**src/rtl/seg_display_ctrl.sv**
```systemverilog
// Front-end for the seven-segment scanner: scan strobe prescaler, debounced
// source-select and freeze buttons, and a periodically refreshed display snapshot.

module seg_btn_debounce #(
  parameter int DEBOUNCE = 250000
) (
  input  logic clock,
  input  logic reset_n,
  input  logic raw,
  output logic press
);

  localparam int DW = $clog2(DEBOUNCE);
  localparam logic [DW-1:0] DB_LAST = DW'(DEBOUNCE - 1);

  logic          sync1;
  logic          sync2;
  logic          state;
  logic [DW-1:0] cnt;

  // NOTE: all state here is updated with <= so every flop samples pre-edge values
  // regardless of statement order; blocking = would chain sync1 straight into sync2.
  always_ff @(posedge clock or negedge reset_n) begin
    if (!reset_n) begin
      sync1 <= 1'b0;
      sync2 <= 1'b0;
      state <= 1'b0;
      cnt   <= '0;
      press <= 1'b0;
    end else begin
      sync1 <= raw;
      sync2 <= sync1;
      press <= 1'b0;
      if (sync2 == state) begin
        cnt <= '0;
      end else if (cnt == DB_LAST) begin
        state <= sync2;
        cnt   <= '0;
        press <= sync2;
      end else begin
        cnt <= cnt + 1'b1;
      end
    end
  end

endmodule

module seg_display_ctrl #(
  parameter int PRESCALE = 50000,
  parameter int DEBOUNCE = 250000,
  parameter int SNAP_DIV = 256
) (
  input  logic        clock,
  input  logic        reset_n,
  input  logic [15:0] pcval,
  input  logic [31:0] instr,
  input  logic [15:0] aluval,
  input  logic        btn_next,
  input  logic        btn_freeze,
  output logic        scan_en,
  output logic [15:0] dispval,
  output logic [1:0]  srcsel,
  output logic        frozen
);

  localparam int PW = $clog2(PRESCALE);
  localparam int SW = (SNAP_DIV > 1) ? $clog2(SNAP_DIV) : 1;
  localparam logic [PW-1:0] PS_LAST   = PW'(PRESCALE - 1);
  localparam logic [SW-1:0] SNAP_LAST = SW'(SNAP_DIV - 1);

  logic [PW-1:0] ps_cnt;
  logic [SW-1:0] snap_cnt;
  logic          press_next;
  logic          press_freeze;
  logic          sel_load;
  logic          snap_event;
  logic [15:0]   src_mux;

  seg_btn_debounce #(.DEBOUNCE(DEBOUNCE)) u_db_next (
    .clock   (clock),
    .reset_n (reset_n),
    .raw     (btn_next),
    .press   (press_next)
  );

  seg_btn_debounce #(.DEBOUNCE(DEBOUNCE)) u_db_freeze (
    .clock   (clock),
    .reset_n (reset_n),
    .raw     (btn_freeze),
    .press   (press_freeze)
  );

  always_comb begin
    src_mux = pcval;
    case (srcsel)
      2'd0: src_mux = pcval;
      2'd1: src_mux = instr[15:0];
      2'd2: src_mux = instr[31:16];
      2'd3: src_mux = aluval;
      default: src_mux = pcval;
    endcase
  end

  assign snap_event = scan_en && (snap_cnt == SNAP_LAST);

  always_ff @(posedge clock or negedge reset_n) begin
    if (!reset_n) begin
      ps_cnt   <= '0;
      scan_en  <= 1'b0;
      snap_cnt <= '0;
      srcsel   <= 2'd0;
      frozen   <= 1'b0;
      sel_load <= 1'b0;
      dispval  <= 16'h0000;
    end else begin
      scan_en <= (ps_cnt == PS_LAST);
      ps_cnt  <= (ps_cnt == PS_LAST) ? '0 : ps_cnt + 1'b1;

      if (scan_en) begin
        snap_cnt <= (snap_cnt == SNAP_LAST) ? '0 : snap_cnt + 1'b1;
      end

      srcsel   <= srcsel + {1'b0, press_next};
      frozen   <= frozen ^ press_freeze;
      sel_load <= press_next;

      // A snapshot coinciding with a next-press is folded into the reload that
      // follows one cycle later, so only the new source ever reaches the display.
      if (sel_load || (snap_event && !frozen && !press_next)) begin
        dispval <= src_mux;
      end
    end
  end

endmodule

```
**config.mk**
```make
export PLATFORM = sky130hd
export DESIGN_NAME = seg_display_ctrl
export DESIGN_NICKNAME = d
export VERILOG_FILES = /design/src/rtl/seg_display_ctrl.sv
export SDC_FILE = /design/constraint.sdc
export NUM_CORES = 1
export LEC_CHECK = 0
export CORE_MARGIN = 2
export CORE_UTILIZATION = 60
export CTS_CLUSTER_DIAMETER = 40
export DETAILED_ROUTE_END_ITERATION = 8
export DONT_BUFFER_PORTS = 1
export HOLD_SLACK_MARGIN = 0.15
export PLACE_DENSITY = 0.76
export SKIP_CTS_REPAIR_TIMING = 1
export SYNTH_ARGS = -nofsm -noshare
export SYNTH_HDL_FRONTEND = slang
export SYNTH_SLANG_ARGS = --single-unit
```
**constraint.sdc**
```tcl
create_clock -name clock -period 5.15 [get_ports clock]
set_clock_uncertainty 0.15 [all_clocks]
set_input_delay 1.03 -clock clock [delete_from_list [all_inputs] [get_ports clock]]
set_output_delay 1.03 -clock clock [all_outputs]
set_load 0.03 [all_outputs]
```
After elaboration in Yosys (flattened, before gate mapping). Index checks and enable logic that the tools add are counted.

Bits in registers: 89. Bits of input ports: 68. Output and inout port bits: 20. Word-level logic and storage cells: 54.

Add/subtract/negate cells: 5. Equality and inequality tests: 9. Mux-type cells: 11. Bitwise gates (word level): 3. Reductions and logical operators: 9.

Operator list (count): $mux W18 (4); $pmux W16 S4 (1); $add A18 B1 Y18 const B (2); $eq A18 B18 Y1 const B (2); $add A16 B1 Y16 const B (1); $eq A16 B16 Y1 const B (1); $mux W16 (1); $add A8 B1 Y8 const B (1); $eq A8 B8 Y1 const B (1); $mux W8 (1); $eq A2 B2 Y1 const B (2); $mux W1 (4); $reduce_and A2 Y1 (2); $logic_and A1 B1 Y1 (3); $add A2 B1 Y2 (1); $eq A1 B1 Y1 (2); $eq A2 B1 Y1 const B (1); $logic_not A1 Y1 (2); $logic_not A2 Y1 (1); $not A1 Y1 (2); $logic_or A1 B1 Y1 (1); $xor A1 B1 Y1 (1).

Depth between registers and ports, before layout. Gate-level depths: netlist (run 1).

Depth in word-level cells: 5. Depth in mapped cells: 6. Mapped depth without buffers: 5.

Modules after synthesis. From an unflattened synthesis (run 1), not the netlist that was laid out.

Cell total of the unflattened synthesis: 368. Area, all modules: 4377.9 um^2.

Modules (own cells, without submodules): seg_display_ctrl (times used 1, cells an instance 168, area an instance 2258.4 um^2, seq. area each 1126.1 um^2); seg_btn_debounce (times used 2, cells an instance 100, area an instance 1059.8 um^2, seq. area each 550.5 um^2).

Least setup slack after synthesis (run 1). Ideal clock, no wire load.

Kind: reg-to-reg. Start point: reg srcsel[0]. End point: reg dispval[10]. Library setup time: 125 ps. Arrival: 1886 ps. Data required time: 4875 ps. Slack: 2990 ps. Cell stages (with the launch flop): 5. Buffers on the path: 2. Clock period less this slack: 2160 ps. Path through: dfrtp_1 buf_2 buf_2 mux4_2 mux2_2.

Cells in the longest elaborated chain, start to end: 2. Elaborated cells between the ends (all ways): 5. Those cells by class: eq/ne (3); mux (1); reduce/logical (1).

Ends and longest elaborated chain: from (decl) (RTL line 62) `output logic [1:0] srcsel,`; from (signal assigned) (RTL line 123) `srcsel <= srcsel + {1'b0, press_next};`; $eq A2 B2 Y1 (tied with other cells) (RTL line 95) `case (srcsel)`; $pmux W16 S4 (*) (RTL line 95); to (signal assigned) (RTL line 130) `dispval <= src_mux;`; to (decl) (RTL line 61) `output logic [15:0] dispval,`.

Mark *: on every way between the ends. The rest lies on a longest branch, timed or not. A chain may end at the register's enable or synchronous reset.

Final worst setup path (run 1).
Start point: reg srcsel[1]. End point: out srcsel[1].

No word-level cell between the ends.

==> flow_metrics.tcl, run 1 <==
set metrics [dict create \
    outcome "finished, final reports clean" \
    timing.final.crit_share 0.493 \
    slew_viol_final 0 \
    synth_edf_count 0 \
    max_freq_mhz 394 \
    critPathLaunchType "register" \
    syn_to_final_growth_pct 7.07 \
    setup_ws_ns 2.61 \
    synth-seq-cells 89 \
    syn_nets 436 \
    floorplan.rows 30 \
    antenna_found_initial 0 \
    boundaryPins 88 \
    coreArea_sq_um 6870 \
    dieArea_sq_um 7890 \
    worstPathRequired_ns 3.97 \
    clk_pin_slew_ns 0.09 \
    vias_per_cell 5.99 \
    cts_buffers 9 \
    insertion_delay_ns 0.36 \
    globalRouteTotalUtil 0.213 \
    synthFlopType "dfrtp_1" \
    path_class "register to primary output" \
    wl_mm 7.94 \
    finalHoldViolCount 0 \
    grt_max_degree 90 \
    ys_seq_area_frac 0.516 \
    drive_above_1_share 0.164 \
    cp-end-kind "primary output" \
    drt_iter0_drc 100 \
    drtAntennaViolNets 0 \
    peakVddDrop_uv 209 \
    die_w_um 88.8 \
    cts_tree "built" \
    max_slew.worst_pin.slew_ns 0.982 \
    chipHeight_um 88.8 \
    yosysTopAreaCellShare 0.516 \
    grt_pass1_vias 2687 \
    first_pass_iters 4 \
    nets 440 \
    vias 2799 \
    grt_setup_unrepaired "false" \
    grt.overflow.total 0 \
    async_reset_ff_frac 1.00 \
    clock-sinks 89 \
    p_leak_nw 1.88 \
    initial_core_util 0.628 \
    yosysUniqueCellTypes 42 \
    synthCells 363 \
    h-tree-depth 3 \
    path_max_fanout 18 \
    wl_per_cell_um 17.0 \
    hp-class "input port to asynchronous set/reset pin" \
    io_buffers 0 \
    syn_area_sq_um 4320 \
    yosysMostFrequentCell "dfrtp_1" \
    gp_congestion 0.781 \
    root_buffer "clkbuf_8" \
    setup-violations-final 0 \
    fin_tns_setup_ns 0 \
    ys_top_cells_by_count "89 x dfrtp_1, 50 x nor2_1, 36 x xnor2_1" \
    arrival_ns 1.36 \
    dp_hpwl_mm 5.38 \
    antenna_cells 0 \
    synth_area_leaders "dfrtp_1 52%, mux4_2 8.3%, xnor2_1 7.3%" \
    ys_warn_count 0 \
    synth.avg_cell_area_sq_um 11.9 \
    synth_top_area_cell "dfrtp_1" \
    max-cap-violations 0 \
    timing.max_slew.rel_slack 0.345 \
    dp_slack_ns 2.85 \
    r2r_start "u_db_next.cnt[0]$_DFF_PN0_" \
    clk_path_buf_depth 2 \
    grt_pass1_wl_mm 12.8 \
    fin_crit_ns 2.54 \
    crit_start "srcsel[1]$_DFF_PN0_" \
    route.detailed.drc 0 \
    p_per_area_nw_per_um2 278 \
]
==> through the flow <==
step | std cells | power (W) | instance area [sq um] | util | hold WS, ns
floorplan | 363 | 0.000769 | 4320 | - | 0.181
global placement | 452 | 0.000774 | 4410 | 0.641 | 0.186
detailed placement | 452 | 0.000776 | 4410 | 0.641 | 0.206
CTS | 467 | 0.00130 | 4620 | 0.673 | 0.188
global route | 467 | 0.00133 | 4620 | 0.673 | 0.181
finish | 467 | 0.00128 | 4620 | 0.673 | 0.209
==> flip-flops by register name, summed over array words and instances (netlist names), 2 cells and up <==
signal	cells
srcsel	2
u_db_next.cnt	18
dispval	16
snap_cnt	8
u_db_freeze.cnt	18
ps_cnt	16
==> layout make-up <==
class | count | area, sq um
Multi-Input combinational cell | 256 | 2010
Tap cell | 96 | 120
Clock inverter | 6 | 92.6
Clock buffer | 9 | 124
Sequential cell | 89 | 2230
Inverter | 10 | 37.5
Fill cell | 521 | 2250
Timing Repair Buffer | 1 | 7.51
==> kinds of logic after synthesis <==
| kind of cell | after synthesis | synth area share |
|---|---|---|
| buffers and inverters | 18 | 0.0177 |
| muxes | 35 | 0.135 |
| adders and majority gates | 5 | 0.0145 |
| AOI/OAI and AO/OA | 16 | 0.0339 |
| DFF | 89 | 0.516 |
| and+or+nand+nor | 150 | 0.182 |
| xor gates and xnor gates | 50 | 0.101 |
==> power by group <==
group	internal (W)	leakage [nW]	switching, W
Sequential	0.000710	1.18	0.0000224
Clock	0.000273	0.102	0.000249
Combinational	0.0000183	0.596	0.0000109
==> worst paths after layout <==
kind	end	slack [ns]	cells past startpoint
worst min register to register	u_db_next.sync2$_DFF_PN0_	0.23	0
worst max-delay path	srcsel[1]	2.61	0
max in group asynchronous	ps_cnt[1]$_DFF_PN0_	4.52	0
min in group clock	u_db_next.sync2$_DFF_PN0_	0.23	0
worst max register to register	u_db_next.cnt[4]$_DFF_PN0_	2.83	4
worst min-delay path	u_db_freeze.cnt[15]$_DFF_PN0_	0.21	0
==> cell usage in the layout (no fill, tap or decap), types with 10 or more instances in the layout <==
| cell | synthesis | final |
|---|---|---|
| xor2_1 | 14 | 14 |
| mux2_2 | 17 | 17 |
| xnor2_1 | 36 | 36 |
| nand2_1 | 17 | 17 |
| nand3_1 | 18 | 18 |
| inv_1 | 10 | 10 |
| nand4_1 | 14 | 14 |
| nor2_1 | 50 | 50 |
| mux4_2 | 16 | 16 |
| dfrtp_1 | 89 | 89 |
| nor4_1 | 14 | 14 |
==> metal layers <==
layer / GRT usage / routed length [um]
met3: 0.0550 / 447
met5: 0 / 0
met2: 0.347 / 4000
met4: 0.0744 / 97
met1: 0.279 / 3400
No activity file was read; power rests on OpenSTA's default activity.
==> run 2, diff against run 1 <==
- CORE_UTILIZATION: 60 -> 57
- PLACE_DENSITY: 0.76 -> 0.75
- clock period: 5.15 -> 2.08 ns (I/O delays scaled with it)
==> flow_metrics.tcl, run 2 (synthesized netlist as in run 1, its figures left out) <==
set metrics [dict create \
    outcome "complete, but fails checks" \
    violations "negative hold slack" \
    globalRouteTotalUtil 0.219 \
    grt_pass1_wl_mm 14.6 \
    root_buffer "clkbuf_8" \
    wl_per_cell_um 17.6 \
    grt.overflow.total 0 \
    fin_util 0.659 \
    crit_start "u_db_freeze.cnt[11]$_DFF_PN0_" \
    coreArea_sq_um 7290 \
    p_sw_w 0.000728 \
    wl_mm 8.70 \
    grt_pass1_vias 3037 \
    gp_congestion 0.773 \
    path_class "register to register" \
    critPathLaunchType "register" \
    clk_path_buf_depth 2 \
    final_cell_mix "89 x dfrtp_1, 50 x nor2_1, 36 x xnor2_1, 20 x buf_4, 18 x nand3_1" \
    grt_max_degree 90 \
    timing.final.crit_share 0.997 \
    r2r_setup_slack_ns 0.007 \
    p_int_w 0.00229 \
    placed_area_sq_um 4590 \
    design_area_sq_um 4800 \
    cts_tree "built" \
    clk_pin_slew_ns 0.10 \
    max_freq_mhz 482 \
    hp-class "input port to asynchronous set/reset pin" \
    rr_worst_depth 4 \
    max_slew.worst_pin.slew_ns 0.409 \
    cp-end-kind "register" \
    antenna_found_initial 0 \
    syn_to_final_growth_pct 11.3 \
    rr_endpoint "u_db_freeze.state$_DFFE_PN0P_" \
    nets 463 \
    peakVddDrop_uv 356 \
    p_leak_nw 1.98 \
    timing.max_slew.rel_slack 0.727 \
    timing.hold.ws_ns -0.417 \
    sequentialPowerShare 0.601 \
    boundaryPins 88 \
    pwr-share-clk 0.371 \
    first_pass_iters 4 \
    r2r_start "u_db_freeze.cnt[11]$_DFF_PN0_" \
    cts_buffers 9 \
    h-tree-depth 3 \
    layout_commonest_cell "dfrtp_1" \
    slew_viol_final 0 \
    placed_cells 476 \
    setup-violations-final 0 \
    floorplan.rows 31 \
    die_w_um 91.0 \
    reg_top3 "u_db_freeze.cnt: 18 flops, u_db_next.cnt: 18 flops" \
    insertion_delay_ns 0.36 \
    fin_crit_ns 2.07 \
    arrival_ns 2.17 \
    antenna_cells 0 \
    drtAntennaViolNets 0 \
    io_buffers 0 \
    drive_above_1_share 0.213 \
    clock-sinks 89 \
    chipHeight_um 91.0 \
    vias 2877 \
    initial_core_util 0.592 \
    worstPathRequired_ns 2.18 \
    dp_hpwl_mm 6.33 \
    p_per_area_nw_per_um2 628 \
    route.detailed.drc 0 \
    p_sw_frac 0.241 \
    finalHoldViolCount 89 \
    dieArea_sq_um 8290 \
    pwr-share-comb 0.028 \
    path_max_fanout 4 \
    vias_per_cell 5.82 \
    max-cap-violations 0 \
    drt_iter0_drc 166 \
    fin_cells 494 \
]
## run 2: routing by layer
layer / part of all wire / track usage / routed length, um / up-vias
met5: 0 / 0 / 0 / -
met4: 0.016 / 0.0758 / 135 / 0
met3: 0.056 / 0.0481 / 486 / 13
met2: 0.51 / 0.368 / 4400 / 81
met1: 0.42 / 0.284 / 3680 / 1430
li1: - / - / - / 1353
## run 2: worst max-delay path by stage
stage                                          to  slack, ns
global route        u_db_freeze.state$_DFFE_PN0P_      -0.02
floorplan                 dispval[10]$_DFFE_PN0P_       0.02
global placement    u_db_freeze.state$_DFFE_PN0P_       0.10
finish              u_db_freeze.state$_DFFE_PN0P_      0.007
detailed placement  u_db_freeze.state$_DFFE_PN0P_       0.05
CTS                 u_db_freeze.state$_DFFE_PN0P_       0.04
## run 2: final cells by class
type / count / area (sq um)
inverters: 10 / 37.5
multi-input cells: 256 / 2020
repair buffers: 24 / 210
clock inverters: 6 / 48.8
clock buffers: 10 / 138
flip-flops and latches: 89 / 2230
fillers: 557 / 2490
well taps: 99 / 124
## run 2: critical path: stages (launching register included)
cell and delay [ns]:
dfrtp_1 0.45, nor4_2 0.33, nand4_1 0.16, or4_4 0.57, mux2_4 0.31
## run 2: through the flow
step | TNS (ns) | power (W) | setup WS, ns | hold slack, ns
floorplan | 0 | 0.00191 | 0.0159 | -0.0296
global placement | 0 | 0.00192 | 0.104 | -0.0273
detailed placement | 0 | 0.00193 | 0.0541 | -0.0277
CTS | 0 | 0.00304 | 0.0419 | -0.429
global route | -0.0244 | 0.00312 | -0.0244 | -0.432
finish | 0 | 0.00302 | 0.00670 | -0.417
## run 2: power by group through the flow
| stage | combinational, W | clock [W] | sequential, W |
|---|---|---|---|
| global route | 0.0000925 | 0.00121 | 0.00182 |
| finish | 0.0000838 | 0.00112 | 0.00181 |
| detailed placement | 0.0000812 | 0 | 0.00185 |
| floorplan | 0.0000642 | 0 | 0.00184 |
| global placement | 0.0000764 | 0 | 0.00185 |
| CTS | 0.0000815 | 0.00114 | 0.00181 |
==> run 3, diff against run 2 <==
- CAP_MARGIN: not set -> 15
- CELL_PAD_IN_SITES_DETAIL_PLACEMENT: not set -> 0
- CELL_PAD_IN_SITES_GLOBAL_PLACEMENT: not set -> 1
- CORE_MARGIN: 2 -> not set
- CORE_UTILIZATION: 57 -> 45
- PLACE_DENSITY: 0.75 -> not set
- PLACE_DENSITY_LB_ADDON: not set -> 0.1
==> flow_metrics.tcl, run 3 (synthesized netlist as in run 1, its figures left out) <==
set metrics [dict create \
    insertion_delay_ns 0.34 \
    wl_mm 7.96 \
    placed_cells 511 \
    grt_pass1_vias 2933 \
    h-tree-depth 3 \
    grt_max_degree 90 \
    p_leak_nw 2.01 \
    clock-sinks 89 \
    peakVddDrop_uv 352 \
    globalRouteTotalUtil 0.167 \
    antenna_cells 0 \
    io_buffers 0 \
    chipHeight_um 99.9 \
    max_slew.worst_pin.slew_ns 0.380 \
    route.detailed.drc 0 \
    grt_setup_unrepaired "true" \
    crit_chain "nor4_2 > nand4_1 > or4_4 > mux2_4" \
    critPathMaxStageDelay_ns 0.58 \
    grt.overflow.total 0 \
    p_per_area_nw_per_um2 640 \
    fin_cells 527 \
    endpoint "u_db_freeze.state$_DFFE_PN0P_" \
    clk_pin_slew_ns 0.08 \
    vias_per_cell 5.42 \
    antenna_found_initial 0 \
    worstPathRequired_ns 2.16 \
    cts_tree "built" \
    r2r_start "u_db_freeze.cnt[11]$_DFF_PN0_" \
    path_class "register to register" \
    outcome "complete, but fails checks" \
    layout_commonest_cell "dfrtp_1" \
    vias 2855 \
    initial_core_util 0.465 \
    die_w_um 99.9 \
    fin_tns_setup_ns 0 \
    timing.final.crit_share 0.973 \
    rr_worst_depth 4 \
    finalHoldViolCount 89 \
    nets 468 \
    fin_crit_ns 2.02 \
    violations "negative hold slack" \
    reg_top3 "u_db_freeze.cnt: 18 flops, u_db_next.cnt: 18 flops" \
    drive_above_1_share 0.216 \
    grt_pass1_wl_mm 13.2 \
    dp_hpwl_mm 5.69 \
    path_max_fanout 3 \
    drtAntennaViolNets 0 \
    total_power_w 0.00311 \
    boundaryPins 88 \
    coreArea_sq_um 9280 \
    fillCellCount 851 \
    r2r_setup_slack_ns 0.06 \
    cp-end-kind "register" \
    cts_buffers 9 \
    setup_ws_ns 0.0554 \
    critPathLaunchType "register" \
    timing.max_slew.rel_slack 0.746 \
    syn_to_final_growth_pct 12.7 \
    first_pass_iters 4 \
    wl_per_cell_um 15.1 \
    floorplan.rows 35 \
    clk_path_buf_depth 2 \
    rr_endpoint "u_db_freeze.state$_DFFE_PN0P_" \
    slew_viol_final 0 \
    max_freq_mhz 494 \
    hp-class "input port to asynchronous set/reset pin" \
    dp_slack_ns 0.00695 \
    arrival_ns 2.11 \
    dieArea_sq_um 9990 \
    gp_congestion 0.757 \
    crit_slowest_cell "or4_4" \
    drt_iter0_drc 60 \
    root_buffer "clkbuf_8" \
    crit_start "u_db_freeze.cnt[11]$_DFF_PN0_" \
    timing.hold.ws_ns -0.390 \
    final_cell_mix "89 x dfrtp_1, 50 x nor2_1, 36 x xnor2_1, 27 x buf_4, 18 x nand3_1" \
    setup-violations-final 0 \
    max-cap-violations 0 \
]
-- run 3: cell type report --
class	instances	area, sq um	area share
Timing Repair Buffer	29	223	0.0458
Clock inverter	4	70.1	0.0144
Tap cell	129	161	0.0332
Multi-Input combinational cell	256	2020	0.415
Inverter	10	37.5	0.00771
Sequential cell	89	2230	0.458
Clock buffer	10	128	0.0262
-- run 3: report_power, final --
part	total (W)	internal (W)	switching, W
clock network	0.00122	0.000661	0.000561
registers	0.00181	0.00176	0.0000550
logic	0.0000809	0.0000527	0.0000282
total	0.00311	0.00247	0.000644
-- run 3: critical path, delay by kind of cell (launching register included) --
kind / cells / cell delay [ns]
and+or+nand+nor: 3 / 1.06
DFF: 1 / 0.40
muxes: 1 / 0.31
-- run 3: how the worst min path moves through the flow --
| stage | startpoint | endpoint | slack (ns) |
|---|---|---|---|
| floorplan | reset_n | dispval[0]$_DFFE_PN0P_ | -0.03 |
| global placement | reset_n | u_db_freeze.cnt[12]$_DFF_PN0_ | -0.03 |
| detailed placement | reset_n | u_db_freeze.cnt[12]$_DFF_PN0_ | -0.03 |
| CTS | reset_n | srcsel[1]$_DFF_PN0_ | -0.41 |
| global route | reset_n | u_db_freeze.cnt[9]$_DFF_PN0_ | -0.42 |
| finish | reset_n | u_db_freeze.cnt[12]$_DFF_PN0_ | -0.39 |
-- run 3: routing by layer --
layer / track usage / wire, um / vias to the layer above
met1: 0.218 / 3660 / 1416
met2: 0.274 / 3790 / 66
met3: 0.0334 / 399 / 11
li1: - / - / 1362
met4: 0.0690 / 116 / 0
met5: 0 / 0 / -
-- run 3: stage by stage --
step / cell area [sq um] / utilization / hold slack, ns
after floorplan: 4320 / - / -0.0296
after global placement: 4640 / 0.500 / -0.0273
after detailed placement: 4640 / 0.500 / -0.0273
after CTS: 4840 / 0.521 / -0.411
after global routing: 4870 / 0.524 / -0.417
final: 4870 / 0.524 / -0.390
